File: src/rtl/maxpool2x2_writer_if.sv
// Pixel-in / register-file-write bundle for the
// 2x2 max-pool writer.
`timescale 1ns/1ps
interface maxpool2x2_writer_if #(
  parameter int DATA_W = 16,
  parameter int ADDR_W = 4
);
  logic              start;
  logic              in_valid;
  logic [DATA_W-1:0] in_data;
  logic              in_ready;
  logic              wr_ctrl;
  logic [ADDR_W-1:0] wr_adrs;
  logic [DATA_W-1:0] wr_data;
  logic              busy;
  logic              frame_done;

  modport master (
    output start, in_valid, in_data,
    input  in_ready, wr_ctrl, wr_adrs,
    input  wr_data, busy, frame_done
  );

  modport slave (
    input  start, in_valid, in_data,
    output in_ready, wr_ctrl, wr_adrs,
    output wr_data, busy, frame_done
  );
endinterface

File: src/rtl/maxpool2x2_writer.sv
// Streaming 2x2/stride-2 signed max-pool writing
// each pooled value into a register-file port.
`timescale 1ns/1ps
module maxpool2x2_writer #(
  parameter int DATA_W  = 16,
  parameter int IMG_W   = 8,
  parameter int IMG_H   = 8,
  parameter int REG_NUM = 16,
  parameter int ADDR_W  = 4
) (
  input logic clk,
  input logic nrst,
  maxpool2x2_writer_if.slave bus
);
  localparam int CW = (IMG_W > 2) ? $clog2(IMG_W) : 1;
  localparam int RW = (IMG_H > 2) ? $clog2(IMG_H) : 1;
  localparam int LN = IMG_W / 2;
  localparam int LW = (LN > 1) ? $clog2(LN) : 1;
  localparam logic [CW-1:0] COL_END = CW'(IMG_W - 1);
  localparam logic [RW-1:0] ROW_END = RW'(IMG_H - 1);
  localparam logic [ADDR_W-1:0] ADR_END =
    ADDR_W'(REG_NUM - 1);

  typedef enum logic [1:0] {
    IDLE,
    EVEN,
    ODD
  } state_t;

  state_t state;
  logic [CW-1:0] col;
  logic [RW-1:0] row;
  logic signed [DATA_W-1:0] hold;
  logic signed [DATA_W-1:0] lbuf [LN];
  logic [ADDR_W-1:0] adrs;
  logic [DATA_W-1:0] data;
  logic ctrl;
  logic done;
  logic ready;
  logic bsy;

  function automatic logic signed [DATA_W-1:0] smax(
    input logic signed [DATA_W-1:0] a,
    input logic signed [DATA_W-1:0] b
  );
    return (a > b) ? a : b;
  endfunction

  logic acc;
  logic col_end;
  logic row_end;
  logic [LW-1:0] lidx;
  logic signed [DATA_W-1:0] pix;
  logic signed [DATA_W-1:0] hmax;
  logic signed [DATA_W-1:0] vmax;

  // start has priority: the pixel offered with it is dropped
  assign acc     = bus.in_valid & ready & ~bus.start;
  assign pix     = $signed(bus.in_data);
  assign col_end = (col == COL_END);
  assign row_end = (row == ROW_END);
  assign lidx    = LW'(col >> 1);
  assign hmax    = smax(hold, pix);
  assign vmax    = smax(lbuf[lidx], hmax);

  always_ff @(posedge clk or negedge nrst) begin
    if (!nrst) begin
      state <= IDLE;
      col   <= '0;
      row   <= '0;
      hold  <= '0;
      adrs  <= '0;
      data  <= '0;
      ctrl  <= 1'b0;
      done  <= 1'b0;
      ready <= 1'b0;
      bsy   <= 1'b0;
      for (int i = 0; i < LN; i++) lbuf[i] <= '0;
    end else begin
      ctrl <= 1'b0;
      done <= 1'b0;
      if (ctrl)
        adrs <= (adrs == ADR_END) ? '0 : adrs + 1'b1;
      if (bus.start) begin
        state <= EVEN;
        col   <= '0;
        row   <= '0;
        adrs  <= '0;
        ready <= 1'b1;
        bsy   <= 1'b1;
      end else if (acc) begin
        col <= col_end ? '0 : col + 1'b1;
        if (!col[0]) hold <= pix;
        if (col_end)
          row <= row_end ? '0 : row + 1'b1;
        unique case (state)
          EVEN: begin
            if (col[0]) lbuf[lidx] <= hmax;
            if (col_end) state <= ODD;
          end
          ODD: begin
            if (col[0]) begin
              ctrl <= 1'b1;
              data <= vmax;
              done <= col_end & row_end;
            end
            if (col_end) begin
              if (row_end) begin
                state <= IDLE;
                ready <= 1'b0;
                bsy   <= 1'b0;
              end else begin
                state <= EVEN;
              end
            end
          end
          IDLE: ;
          default: ;
        endcase
      end
    end
  end

  assign bus.in_ready   = ready;
  assign bus.wr_ctrl    = ctrl;
  assign bus.wr_adrs    = adrs;
  assign bus.wr_data    = data;
  assign bus.busy       = bsy;
  assign bus.frame_done = done;
endmodule

File: src/flat_wrapper.sv
// flat-port wrapper written by rule: the top's interface ports become plain ports
module maxpool2x2_writer_flat 
#(
  parameter int DATA_W  = 16,
  parameter int IMG_W   = 8,
  parameter int IMG_H   = 8,
  parameter int REG_NUM = 16,
  parameter int ADDR_W  = 4
)
  (clk, nrst, bus_start, bus_in_valid, bus_in_data, bus_in_ready, bus_wr_ctrl, bus_wr_adrs, bus_wr_data, bus_busy, bus_frame_done);
  maxpool2x2_writer_if #(.DATA_W(DATA_W), .ADDR_W(ADDR_W)) bus_i ();
  input logic clk;
  input logic nrst;
  input wire logic [$bits(bus_i.start)-1:0] bus_start;
  input wire logic [$bits(bus_i.in_valid)-1:0] bus_in_valid;
  input wire logic [$bits(bus_i.in_data)-1:0] bus_in_data;
  output wire logic [$bits(bus_i.in_ready)-1:0] bus_in_ready;
  output wire logic [$bits(bus_i.wr_ctrl)-1:0] bus_wr_ctrl;
  output wire logic [$bits(bus_i.wr_adrs)-1:0] bus_wr_adrs;
  output wire logic [$bits(bus_i.wr_data)-1:0] bus_wr_data;
  output wire logic [$bits(bus_i.busy)-1:0] bus_busy;
  output wire logic [$bits(bus_i.frame_done)-1:0] bus_frame_done;
  assign bus_i.start = bus_start;
  assign bus_i.in_valid = bus_in_valid;
  assign bus_i.in_data = bus_in_data;
  assign bus_in_ready = bus_i.in_ready;
  assign bus_wr_ctrl = bus_i.wr_ctrl;
  assign bus_wr_adrs = bus_i.wr_adrs;
  assign bus_wr_data = bus_i.wr_data;
  assign bus_busy = bus_i.busy;
  assign bus_frame_done = bus_i.frame_done;
  maxpool2x2_writer #(.DATA_W(DATA_W), .IMG_W(IMG_W), .IMG_H(IMG_H), .REG_NUM(REG_NUM), .ADDR_W(ADDR_W)) u_core (.clk(clk), .nrst(nrst), .bus(bus_i));
endmodule
File: config.mk
export PLATFORM = sky130hd
export DESIGN_NAME = maxpool2x2_writer_flat
export DESIGN_NICKNAME = d
export VERILOG_FILES = /design/src/rtl/maxpool2x2_writer_if.sv /design/src/rtl/maxpool2x2_writer.sv /design/src/flat_wrapper.sv
export SDC_FILE = /design/constraint.sdc
export NUM_CORES = 1
export LEC_CHECK = 0
export BUFFER_PORTS_ARGS = -buffer_cell sky130_fd_sc_hd__buf_2
export CORE_MARGIN = 4
export CORE_UTILIZATION = 55
export CTS_CLUSTER_SIZE = 14
export DETAILED_ROUTE_END_ITERATION = 12
export GPL_ROUTABILITY_DRIVEN = 0
export PLACE_DENSITY = 0.74
export SYNTH_ARGS = -nofsm -noshare
export SYNTH_HDL_FRONTEND = slang
export SYNTH_SLANG_ARGS = --single-unit
File: constraint.sdc
create_clock -name clk -period 12.1 [get_ports clk]
set_input_delay 1.21 -clock clk [delete_from_list [all_inputs] [get_ports clk]]
set_output_delay 1.21 -clock clk [all_outputs]
set_load 0.05 [all_outputs]
==> flow_summary.json <==
{
  "outcome": "finished, final reports clean",
  "core_area_sq_um": 9910,
  "path_cells": "buf_2, inv_1, ha_1, a21oi_2, o21ai_1, a211o_1, a31oi_1, mux2i_2, buf_4, mux2i_1, ha_1, nand4_1, a2111oi_0, nor4_1, mux2_2, nor2_1, a221o_1",
  "finalWirelength_um": 12300,
  "routed_via_density": 5.77,
  "start_kind": "input port",
  "synth_cell_types": 45,
  "hold_start": "u_core.lbuf[13]",
  "grt.overflow.total": 0,
  "holdCritPathClass": "reg -> reg",
  "crit_slowest_cell": "nor2_1",
  "synth.area.mux_share": 0.141,
  "syn_inst": 524,
  "p_leak_nw": 2.99,
  "yosys.cell_count.top_type": "dfrtp_1",
  "final_antenna_net_count": 0,
  "synth-edff-count": 0,
  "synth-seq-cells": 111,
  "final.setup_skew_ns": 0.0129,
  "cts_buffer_depth": 2,
  "hold_ws_ns": 0.491,
  "cpPeakStageDelay_ns": 0.87,
  "fmax_mhz": 171,
  "nFillCells": 813,
  "crit_path_start": "bus_in_data[7]",
  "dieWidth_um": 109,
  "setup_tns_ns": 0,
  "wl_met2_um": 6170,
  "synth_fa_ha_area_frac": 0.0817,
  "fp-row-count": 36,
  "maxSlewViolCount": 0,
  "postLayoutCellArea_sq_um": 6180,
  "syn-cell-area_sq_um": 5660,
  "irDropWorstVdd_mv": 0.0996,
  "arrival_ns": 6.17,
  "synth_commonest_cells": "111 x dfrtp_1, 66 x nand2_1, 54 x o21ai_0",
  "cts-root-buf": "clkbuf_8",
  "post-route-worst-setup-slack_ns": 6.26,
  "ys_top_cells_by_area": "dfrtp_1 49%, ha_1 8.2%, mux4_2 6.4%",
  "wl_per_cell_um": 17.6,
  "path_buf_inv": 3,
  "clkLatencyLatePin_ns": 0.39,
  "min_period_over_period": 0.483,
  "yosysWarningCount": 0,
  "ys_seq_area_frac": 0.490,
  "holdPathEnd": "u_core.lbuf[13]",
  "dr.first_iter.drc_count": 242,
  "synthSimpleGateAreaFrac": 0.117,
  "dr.pass1.iters": 4,
  "setup-violations-final": 0,
  "antenna_found_initial": 0,
  "grt_pass1_wl_um": 20400,
  "synth_flop_cell": "dfrtp_1",
  "avgSynthCellArea_sq_um": 10.8,
  "dp.cells": 681,
  "post-cts-setup-buffer-count": 0,
  "rsz0062_at_grt": "false",
  "met1Wirelength_um": 5420,
  "path_common_cell": "ha_1",
  "wl_met3_um": 489,
  "die-area_sq_um": 12000,
  "placed_cell_area_sq_um": 5980,
  "die_h_um": 109,
  "cts_tree": "done",
  "cts.sinks": 111,
  "yosysTopAreaCell": "dfrtp_1",
  "start_util": 0.572,
  "ctsResizeCount": 0,
  "drc_errors": 0,
  "r2r_cells": 15,
  "dp_hpwl_um": 8640,
  "path_clk_slew_ns": 0.11,
  "synth_async_sr_flop_share": 1.00,
  "insertedDiodeCount": 0,
  "numPortBuffers": 43,
  "post-place-ws_ns": 5.97,
  "syn-num-nets": 581,
  "synth_top_family_by_area": "multiplexers",
  "cp_top_family": "simple AND/OR/NAND/NOR gates",
  "reg2reg_slack_ns": 6.81,
  "route.vias.total": 4019,
  "min_path_cells": 2,
  "worstPathRequired_ns": 12.42,
  "syn_to_final_growth_pct": 9.19,
  "cp-end-kind": "register",
  "io_pins": 44,
  "utilization": 0.624,
  "grt_util_all_layers": 0.222,
  "cts-hold-fix-buffers": 0,
  "r2r_start": "u_core.hold[7]",
  "tightest_slew_ns": 1.20,
  "max_cap_viol_count": 0,
  "fin_cells": 697,
  "highest-signal-layer": "met4",
  "rr_endpoint": "u_core.bus.wr_data[1]",
  "critPathKind": "in -> reg",
  "fin_crit_ns": 5.84,
  "drive_above_1_share": 0.207,
  "grt_pass1_vias": 4176,
  "p_total_uw": 961,
  "synth_xor_area_frac": 0.00155,
  "final_hold_viol_count": 0,
  "h-tree-depth": 3,
  "worstPathMaxFanout": 15,
  "p_per_area_nw_per_um2": 155,
  "synth_compound_gate_area_share": 0.126,
  "yosys.area.top_type_share": 0.490,
  "grt_max_degree": 75,
  "relSlewSlack": 0.194,
  "nets": 616,
  "cts_made_buffers": 9
}
-- cell families (layout without fill, tap and decap cells) --
logic type                 Yosys count  count (layout)
muxes                               53              53
buffers and inverters               58              98
AOI/OAI and AO/OA                  119             119
and+or+nand+nor                    145             145
adders and majority gates           37              37
xor gates and xnor gates             1               1
DFF                                111             111
-- sequential cells by signal, summed over array words and instances, names as in the netlist --
| signal | flops |
|---|---|
| u_core.lbuf | 64 |
| u_core.bus.wr_data | 16 |
| u_core.hold | 16 |
| u_core.bus.wr_adrs | 4 |
| u_core.col | 3 |
| u_core.row | 3 |
| u_core.state | 2 |
| u_core.bus.frame_done | 1 |
| u_core.bus.in_ready | 1 |
| u_core.bus.wr_ctrl | 1 |
-- cell type report --
type,count,area [sq um],area share
Sequential cell,111,2780,0.449
Multi-Input combinational cell,355,2660,0.430
Timing Repair Buffer,48,255,0.0413
Tap cell,133,166,0.0269
Clock buffer,10,128,0.0206
Inverter,34,128,0.0206
Clock inverter,6,72.6,0.0117
-- worst max-delay path by stage --
stage | slack, ns | cells after the start | endpoint
CTS | 6.31 | 17 | u_core.bus.wr_data[1]
global route | 6.02 | 17 | u_core.bus.wr_data[2]
detailed placement | 5.97 | 17 | u_core.bus.wr_data[2]
global placement | 6.15 | 17 | u_core.bus.wr_data[1]
finish | 6.26 | 17 | u_core.bus.wr_data[1]
floorplan | 6.80 | 19 | u_core.bus.wr_data[10]
-- report_power, final --
group | internal, mW | switching [mW] | leakage, nW
clock | 0.0990 | 0.133 | 0.0983
sequential | 0.412 | 0.0264 | 1.46
combinational | 0.129 | 0.161 | 1.44
total | 0.640 | 0.321 | 2.99
-- routing by layer --
| metal | vias to the layer above | global-route usage |
|---|---|---|
| met5 | - | 0 |
| met4 | 0 | 0.0579 |
| met3 | 19 | 0.0523 |
| met2 | 85 | 0.380 |
| met1 | 1996 | 0.286 |
| li1 | 1919 | - |
-- layout by cell type (no fill, tap or decap), types with 3 or more instances in the layout --
master,count
a21oi_1,33
a221o_1,14
buf_2,42
buf_4,6
clkbuf_8,9
dfrtp_1,111
ha_1,37
inv_1,32
inv_6,4
mux2_2,21
mux2_4,8
mux2i_1,7
mux4_2,16
nand2_1,66
nand3_1,9
nand3b_1,3
nand4_1,5
nor2_1,32
nor2b_1,15
nor3_2,3
nor3b_1,3
o21ai_0,54
-- worst min-delay path, cell delays in order (launching register included) --
cell     delay (ns)
dfrtp_1        0.36
nand2_1        0.04
o21ai_0        0.06
No activity file was read; power rests on OpenSTA's default activity.
